==> src/rtl/roi_frame_stats.sv <==
// -----------------------------------------------------------------------------
// roi_frame_stats
//
// Reduces each ROI frame coming out of the radar ROI extractor to a small
// summary record: channel, pixel count, pixel sum, maximum and minimum pixel.
// A frame is delimited by data_start (first pixel) and data_end (last pixel).
// Both may be high together for a single-pixel frame. The summary is offered
// to the host-side collector on a valid/ready handshake.
//
// While a result is waiting for the collector (HOLD), a new frame cannot be
// accumulated. If one starts anyway, it is dropped (frame_drop). Its remaining
// pixels are then swallowed in SKIP once the pending result has been taken.
// Framing violations pulse frame_err:
//   - an orphan data_end while idle
//   - data_start inside a frame
//   - data_start while skipping
//
// Optional feature (compile-time macro ROI_MINMAX_EN):
//   defined   : max/min tracking is built and reported on result_max/min
//   undefined : no max/min hardware; result_max and result_min read as 0
//
// Parameters
//   PIX_W  pixel width (must match the extractor's pixel_out)
//   CH_W   channel number width
//   CNT_W  pixel counter width
//   SUM_W  sum width, derived as PIX_W+CNT_W (do not override)
//
// Ports
//   clk           rising-edge clock
//   rst_n         asynchronous active-low reset
//   data_start    first pixel of a frame is on pixel_in
//   data_end      last pixel of a frame is on pixel_in
//   pixel_in      pixel data, valid from data_start through data_end
//   channel_num   channel of the frame, sampled with data_start
//   result_valid  result registers hold a completed frame
//   result_ready  collector accepts the result
//   result_ch     channel of the reported frame
//   result_cnt    pixel count, saturating at 2^CNT_W-1
//   result_sum    pixel sum
//   result_max    largest pixel (0 without ROI_MINMAX_EN)
//   result_min    smallest pixel (0 without ROI_MINMAX_EN)
//   result_ovf    frame was longer than 2^CNT_W-1 pixels
//   frame_err     one-cycle pulse after a framing violation
//   frame_drop    one-cycle pulse after a frame was discarded
// -----------------------------------------------------------------------------
module roi_frame_stats #(
  parameter int PIX_W = 8,
  parameter int CH_W  = 4,
  parameter int CNT_W = 16,
  parameter int SUM_W = PIX_W + CNT_W
) (
  input  logic             clk,
  input  logic             rst_n,
  input  logic             data_start,
  input  logic             data_end,
  input  logic [PIX_W-1:0] pixel_in,
  input  logic [CH_W-1:0]  channel_num,
  output logic             result_valid,
  input  logic             result_ready,
  output logic [CH_W-1:0]  result_ch,
  output logic [CNT_W-1:0] result_cnt,
  output logic [SUM_W-1:0] result_sum,
  output logic [PIX_W-1:0] result_max,
  output logic [PIX_W-1:0] result_min,
  output logic             result_ovf,
  output logic             frame_err,
  output logic             frame_drop
);

  typedef enum logic [1:0] {
    IDLE  = 2'd0,
    ACCUM = 2'd1,
    HOLD  = 2'd2,
    SKIP  = 2'd3
  } state_t;

  localparam logic [CNT_W-1:0] CNT_MAX = {CNT_W{1'b1}};
  localparam logic [CNT_W-1:0] CNT_ONE = CNT_W'(1);

  state_t state;
  logic   skip_flag;
  logic   skip_nxt;
  logic   handshake;
  logic   load_en;
  logic   accum_en;
  logic   cnt_full;

  assign handshake = result_valid && result_ready;
  assign cnt_full  = (result_cnt == CNT_MAX);

  // A frame is (re)loaded from the current pixel when it starts in IDLE. It
  // is also reloaded when a new start arrives mid-frame; the partial frame is
  // thrown away in that case.
  assign load_en  = data_start && ((state == IDLE) || (state == ACCUM));

  // Once the counter has saturated, every accumulator freezes so the
  // reported sum stays consistent with the reported count.
  assign accum_en = (state == ACCUM) && !data_start && !cnt_full;

  // The skip flag remembers that a frame started while a result was still
  // pending. After the handshake, the rest of that frame is swallowed in
  // SKIP. Any data_end outside ACCUM means no frame is in flight any more,
  // so the flag clears. This also covers a dropped frame that both starts
  // and ends inside HOLD.
  always_comb begin
    skip_nxt = skip_flag;
    if ((state == HOLD) && data_start && !data_end) begin
      skip_nxt = 1'b1;
    end
    if ((state != ACCUM) && data_end) begin
      skip_nxt = 1'b0;
    end
  end

  // Frame sequencing FSM. result_valid is a register that mirrors "next
  // state is HOLD". There is therefore no combinational path from
  // result_ready to any output.
  always_ff @(posedge clk or negedge rst_n) begin
    if (!rst_n) begin
      state        <= IDLE;
      skip_flag    <= 1'b0;
      result_valid <= 1'b0;
      frame_err    <= 1'b0;
      frame_drop   <= 1'b0;
    end else begin
      skip_flag  <= skip_nxt;
      frame_err  <= 1'b0;
      frame_drop <= 1'b0;
      case (state)
        IDLE: begin
          if (data_start) begin
            state        <= data_end ? HOLD : ACCUM;
            result_valid <= data_end;
          end else if (data_end) begin
            frame_err <= 1'b1;
          end
        end
        ACCUM: begin
          // A start here means the previous end was lost. The datapath
          // restarts the frame; only the error is flagged here.
          if (data_start) begin
            frame_err <= 1'b1;
          end
          if (data_end) begin
            state        <= HOLD;
            result_valid <= 1'b1;
          end
        end
        HOLD: begin
          if (data_start) begin
            frame_drop <= 1'b1;
          end
          if (handshake) begin
            state        <= skip_nxt ? SKIP : IDLE;
            result_valid <= 1'b0;
          end
        end
        SKIP: begin
          if (data_start) begin
            frame_err <= 1'b1;
          end
          if (data_end) begin
            state <= IDLE;
          end
        end
        default: begin
          state        <= IDLE;
          result_valid <= 1'b0;
        end
      endcase
    end
  end

  // Channel, count, sum and overflow accumulators. They double as the
  // result registers. Nothing writes them in HOLD, so the result stays
  // stable until it has been accepted.
  always_ff @(posedge clk or negedge rst_n) begin
    if (!rst_n) begin
      result_ch  <= '0;
      result_cnt <= '0;
      result_sum <= '0;
      result_ovf <= 1'b0;
    end else if (load_en) begin
      result_ch  <= channel_num;
      result_cnt <= CNT_ONE;
      result_sum <= SUM_W'(pixel_in);
      result_ovf <= 1'b0;
    end else begin
      if (accum_en) begin
        result_cnt <= result_cnt + CNT_ONE;
        result_sum <= result_sum + SUM_W'(pixel_in);
      end
      if ((state == ACCUM) && cnt_full) begin
        result_ovf <= 1'b1;
      end
    end
  end

`ifdef ROI_MINMAX_EN
  // Unsigned running extremes; they load and freeze together with the count.
  always_ff @(posedge clk or negedge rst_n) begin
    if (!rst_n) begin
      result_max <= '0;
      result_min <= '0;
    end else if (load_en) begin
      result_max <= pixel_in;
      result_min <= pixel_in;
    end else if (accum_en) begin
      if (pixel_in > result_max) begin
        result_max <= pixel_in;
      end
      if (pixel_in < result_min) begin
        result_min <= pixel_in;
      end
    end
  end
`else
  assign result_max = '0;
  assign result_min = '0;
`endif

`ifndef SYNTHESIS
  // Internal consistency properties of the FSM and the result registers.
  a_valid_is_hold : assert property (@(posedge clk) disable iff (!rst_n)
    result_valid == (state == HOLD));

  a_skip_only_pending : assert property (@(posedge clk) disable iff (!rst_n)
    skip_flag |-> ((state == HOLD) || (state == SKIP)));

  a_skip_state_has_flag : assert property (@(posedge clk) disable iff (!rst_n)
    (state == SKIP) |-> skip_flag);

  a_result_nonempty : assert property (@(posedge clk) disable iff (!rst_n)
    result_valid |-> (result_cnt != '0));

  a_result_stable : assert property (@(posedge clk) disable iff (!rst_n)
    (result_valid && !result_ready) |=>
      (result_valid && $stable(result_cnt) && $stable(result_sum) &&
       $stable(result_ch) && $stable(result_ovf)));
`endif

endmodule
==> config.mk <==
export PLATFORM = sky130hd
export DESIGN_NAME = roi_frame_stats
export DESIGN_NICKNAME = d
export VERILOG_FILES = /design/src/rtl/roi_frame_stats.sv
export SDC_FILE = /design/constraint.sdc
export NUM_CORES = 1
export LEC_CHECK = 0
export BUFFER_PORTS_ARGS = -buffer_cell sky130_fd_sc_hd__buf_2
export CAP_MARGIN = 0
export CORE_MARGIN = 5
export CORE_UTILIZATION = 40
export DETAILED_ROUTE_END_ITERATION = 6
export PLACE_DENSITY = 0.72
export SKIP_CTS_REPAIR_TIMING = 1
export SYNTH_ARGS = -nofsm -noshare
export SYNTH_HDL_FRONTEND = slang
export SYNTH_SLANG_ARGS = --single-unit
==> constraint.sdc <==
create_clock -name clk -period 3.1 [get_ports clk]
set_input_delay 0.62 -clock clk [delete_from_list [all_inputs] [get_ports clk]]
set_output_delay 0.62 -clock clk [all_outputs]
set_load 0.005 [all_outputs]
==> results.sh <==
export IMPL_syn_area_um2=3130
export IMPL_clockBufferDepth=2
export IMPL_synth_edf_count=0
export IMPL_final_cell_mix="buf_2, dfrtp_1, nand2_1"
export IMPL_wl_um=7320
export IMPL_row_count=32
export IMPL_synth_adder_area_share_pct=6.24
export IMPL_numCtsBuffers=5
export IMPL_grt_setup_unrepaired="false"
export IMPL_clk_insertion_delay_late_ns=0.30
export IMPL_period_needed_ns=2.46
export IMPL_antenna_found_initial=0
export IMPL_max_freq_mhz=406
export IMPL_crit_path_end_kind="flip-flop"
export IMPL_num_io_pins=81
export IMPL_synth_cell_type_count=56
export IMPL_arrival_ns=2.65
export IMPL_max_slew_worst_pin_slew_ns=0.703
export IMPL_num_vias=2636
export IMPL_synth_mux_area_share_pct=0.720
export IMPL_drt_iter0_markers=121
export IMPL_drc=0
export IMPL_core_um2=7690
export IMPL_fin_nets=435
export IMPL_cts_root_buffer="clkbuf_8"
export IMPL_antenna_cells=0
export IMPL_crit_required_ns=3.29
export IMPL_synth_async_sr_flop_share_pct=100
export IMPL_vias_per_cell=5.21
export IMPL_area_delta_synth_final_pct=15.2
export IMPL_clock_sinks=51
export IMPL_ys_warn_count=0
export IMPL_period_share_pct=79.5
export IMPL_seq_area_frac_synth_pct=40.8
export IMPL_hpwl_um=5490
export IMPL_clk_pin_slew_worst_paths_ns=0.10
export IMPL_fillers=775
export IMPL_cap_violations=0
export IMPL_final_common_cell="buf_2"
export IMPL_slew_headroom_pct=53.1
export IMPL_synth_top_cell_area_share_pct=40.8
export IMPL_powerDensity_nw_per_um2=763
export IMPL_place_inst=498
export IMPL_path_class="flip-flop to flip-flop"
export IMPL_p_leak_nw=1.71
export IMPL_globalplace_congestion=0.855
export IMPL_gr_total_overflow=0
export IMPL_firstDrtPassIters=4
export IMPL_ys_top_cells_by_area="dfrtp_1, ha_1, a21oi_1, buf_4, nand2_1"
export IMPL_postRouteAntennaNets=0
export IMPL_grt_pass1_vias=2643
export IMPL_hold_violations=0
export IMPL_grt_max_degree=30
export IMPL_stdcell_count=506
export IMPL_synthFlopType="dfrtp_1"
export IMPL_synth_top_family_by_area="simple AND/OR/NAND/NOR gates"
export IMPL_grt_usage_pct=15.3
export IMPL_skew_ns=0.0116
export IMPL_setup_tns_ns=0
export IMPL_drive_above_1_share_pct=24.5
export IMPL_synth_top_area_cell="dfrtp_1"
export IMPL_cts_tree="yes"
export IMPL_drv_slew=0
export IMPL_synthXorXnorAreaFrac_pct=5.60
export IMPL_outcome="completed"
export IMPL_peakVddDrop_mv=0.420
export IMPL_crit_path_start_kind="flip-flop"
export IMPL_die_height_um=98.4
export IMPL_die_w_um=98.4
export IMPL_wl_per_cell_um=14.5
export IMPL_setup_viol=0
export IMPL_worstPathMaxFanout=22
export IMPL_netlist_instances=338
export IMPL_ys_seq_elements=51
export IMPL_hp_class="primary input to asynchronous set/reset pin"
export IMPL_avgSynthCellArea_um2=9.25
export IMPL_portBuffers=64
export IMPL_die_area_um2=9690
export IMPL_grt_pass1_wl_um=12500
export IMPL_yosys_area_share_simple_pct=22.0
export IMPL_cts_htree_levels=2
export IMPL_start_util_pct=40.7
export IMPL_synth_compound_area_share_pct=15.7
[Yosys cell counts (2+ instances only)]
cell / n
a21oi_1: 27
a22o_1: 2
a31oi_1: 4
and3_1: 4
buf_2: 4
buf_4: 17
buf_6: 4
clkbuf_1: 2
dfrtp_1: 51
ha_1: 14
inv_1: 12
mux2_2: 2
nand2_1: 34
nand2_2: 2
nand3_1: 14
nand3_2: 2
nand4_1: 7
nand4_2: 2
nor2_1: 32
nor3_1: 4
nor4_1: 3
o21ai_0: 14
o21ai_1: 4
o21bai_1: 3
o22ai_1: 4
o31ai_1: 7
or3_1: 8
or4_1: 9
xnor2_1: 13
xor2_1: 7
[flip-flops by register name, indices dropped and copies added, names as in the netlist]
name and flops:
frame_drop 1, frame_err 1, result_ch 4, result_cnt 16, result_ovf 1, result_sum 24
result_valid 1, skip_flag 1, state 2
[per-layer routing]
layer	track usage (%)	vias to the layer above	routed length (um)
li1	-	1311	-
met1	19.5	1267	3340
met4	4.52	0	99
met3	2.62	8	259
met2	26.6	50	3610
met5	0	-	0
[logic make-up (layout without fill, tap and decap cells)]
group	Yosys count	count (layout)
other cells	1	16
compound gates	76	76
mux	2	2
fa+ha+maj	15	15
simple gates	131	131
buf+inv	42	93
xor+xnor	20	20
flops	51	51
[critical path, stage by stage (launching register included)]
cell	delay, ns
dfrtp_1	0.45
ha_1	0.25
nand3_1	0.18
o41ai_4	0.68
buf_4	0.38
nand2_2	0.12
mux2_2	0.30
[cell type report]
class,instances,area [um2],area share [%]
multi-input combinational,260,1650,45.8
sequential,51,1280,35.4
timing repair buffer,73,388,10.8
tap,102,128,3.54
clock buffer,6,82.6,2.29
inverter,12,45.0,1.25
clock inverter,2,35.0,0.972
[path summary, 6_finish.rpt]
kind                       cells past startpoint  slack [ns]           from              to
min                                            1        0.35          rst_n  result_sum[15]
min in group clk                               2        0.48   result_ch[2]    result_ch[2]
min reg2reg                                    2        0.48   result_ch[2]    result_ch[2]
max in group asynchronous                      2        2.08          rst_n   result_sum[7]
max                                            6        0.64  result_cnt[0]   result_cnt[0]
max reg2reg                                    6        0.64  result_cnt[0]   result_cnt[0]
[power breakdown]
group | switching [mW] | internal (mW) | total, mW
combinational | 0.811 | 0.526 | 1.34
sequential | 0.116 | 0.805 | 0.922
clock | 0.228 | 0.262 | 0.490
[per-stage QoR]
step / hold slack [ns] / total power [mW] / cell area (um2) / utilization (%) / setup slack, ns
after global routing: 0.421 / 2.97 / 3600 / 46.9 / 0.537
after CTS: 0.377 / 2.78 / 3600 / 46.9 / 0.651
after floorplan: 0.324 / 1.92 / 3180 / - / 0.816
after global placement: 0.452 / 2.24 / 3490 / 45.3 / 0.664
final: 0.353 / 2.75 / 3600 / 46.9 / 0.636
after detailed placement: 0.465 / 2.28 / 3490 / 45.3 / 0.644
No activity file was read; power rests on OpenSTA's default activity.
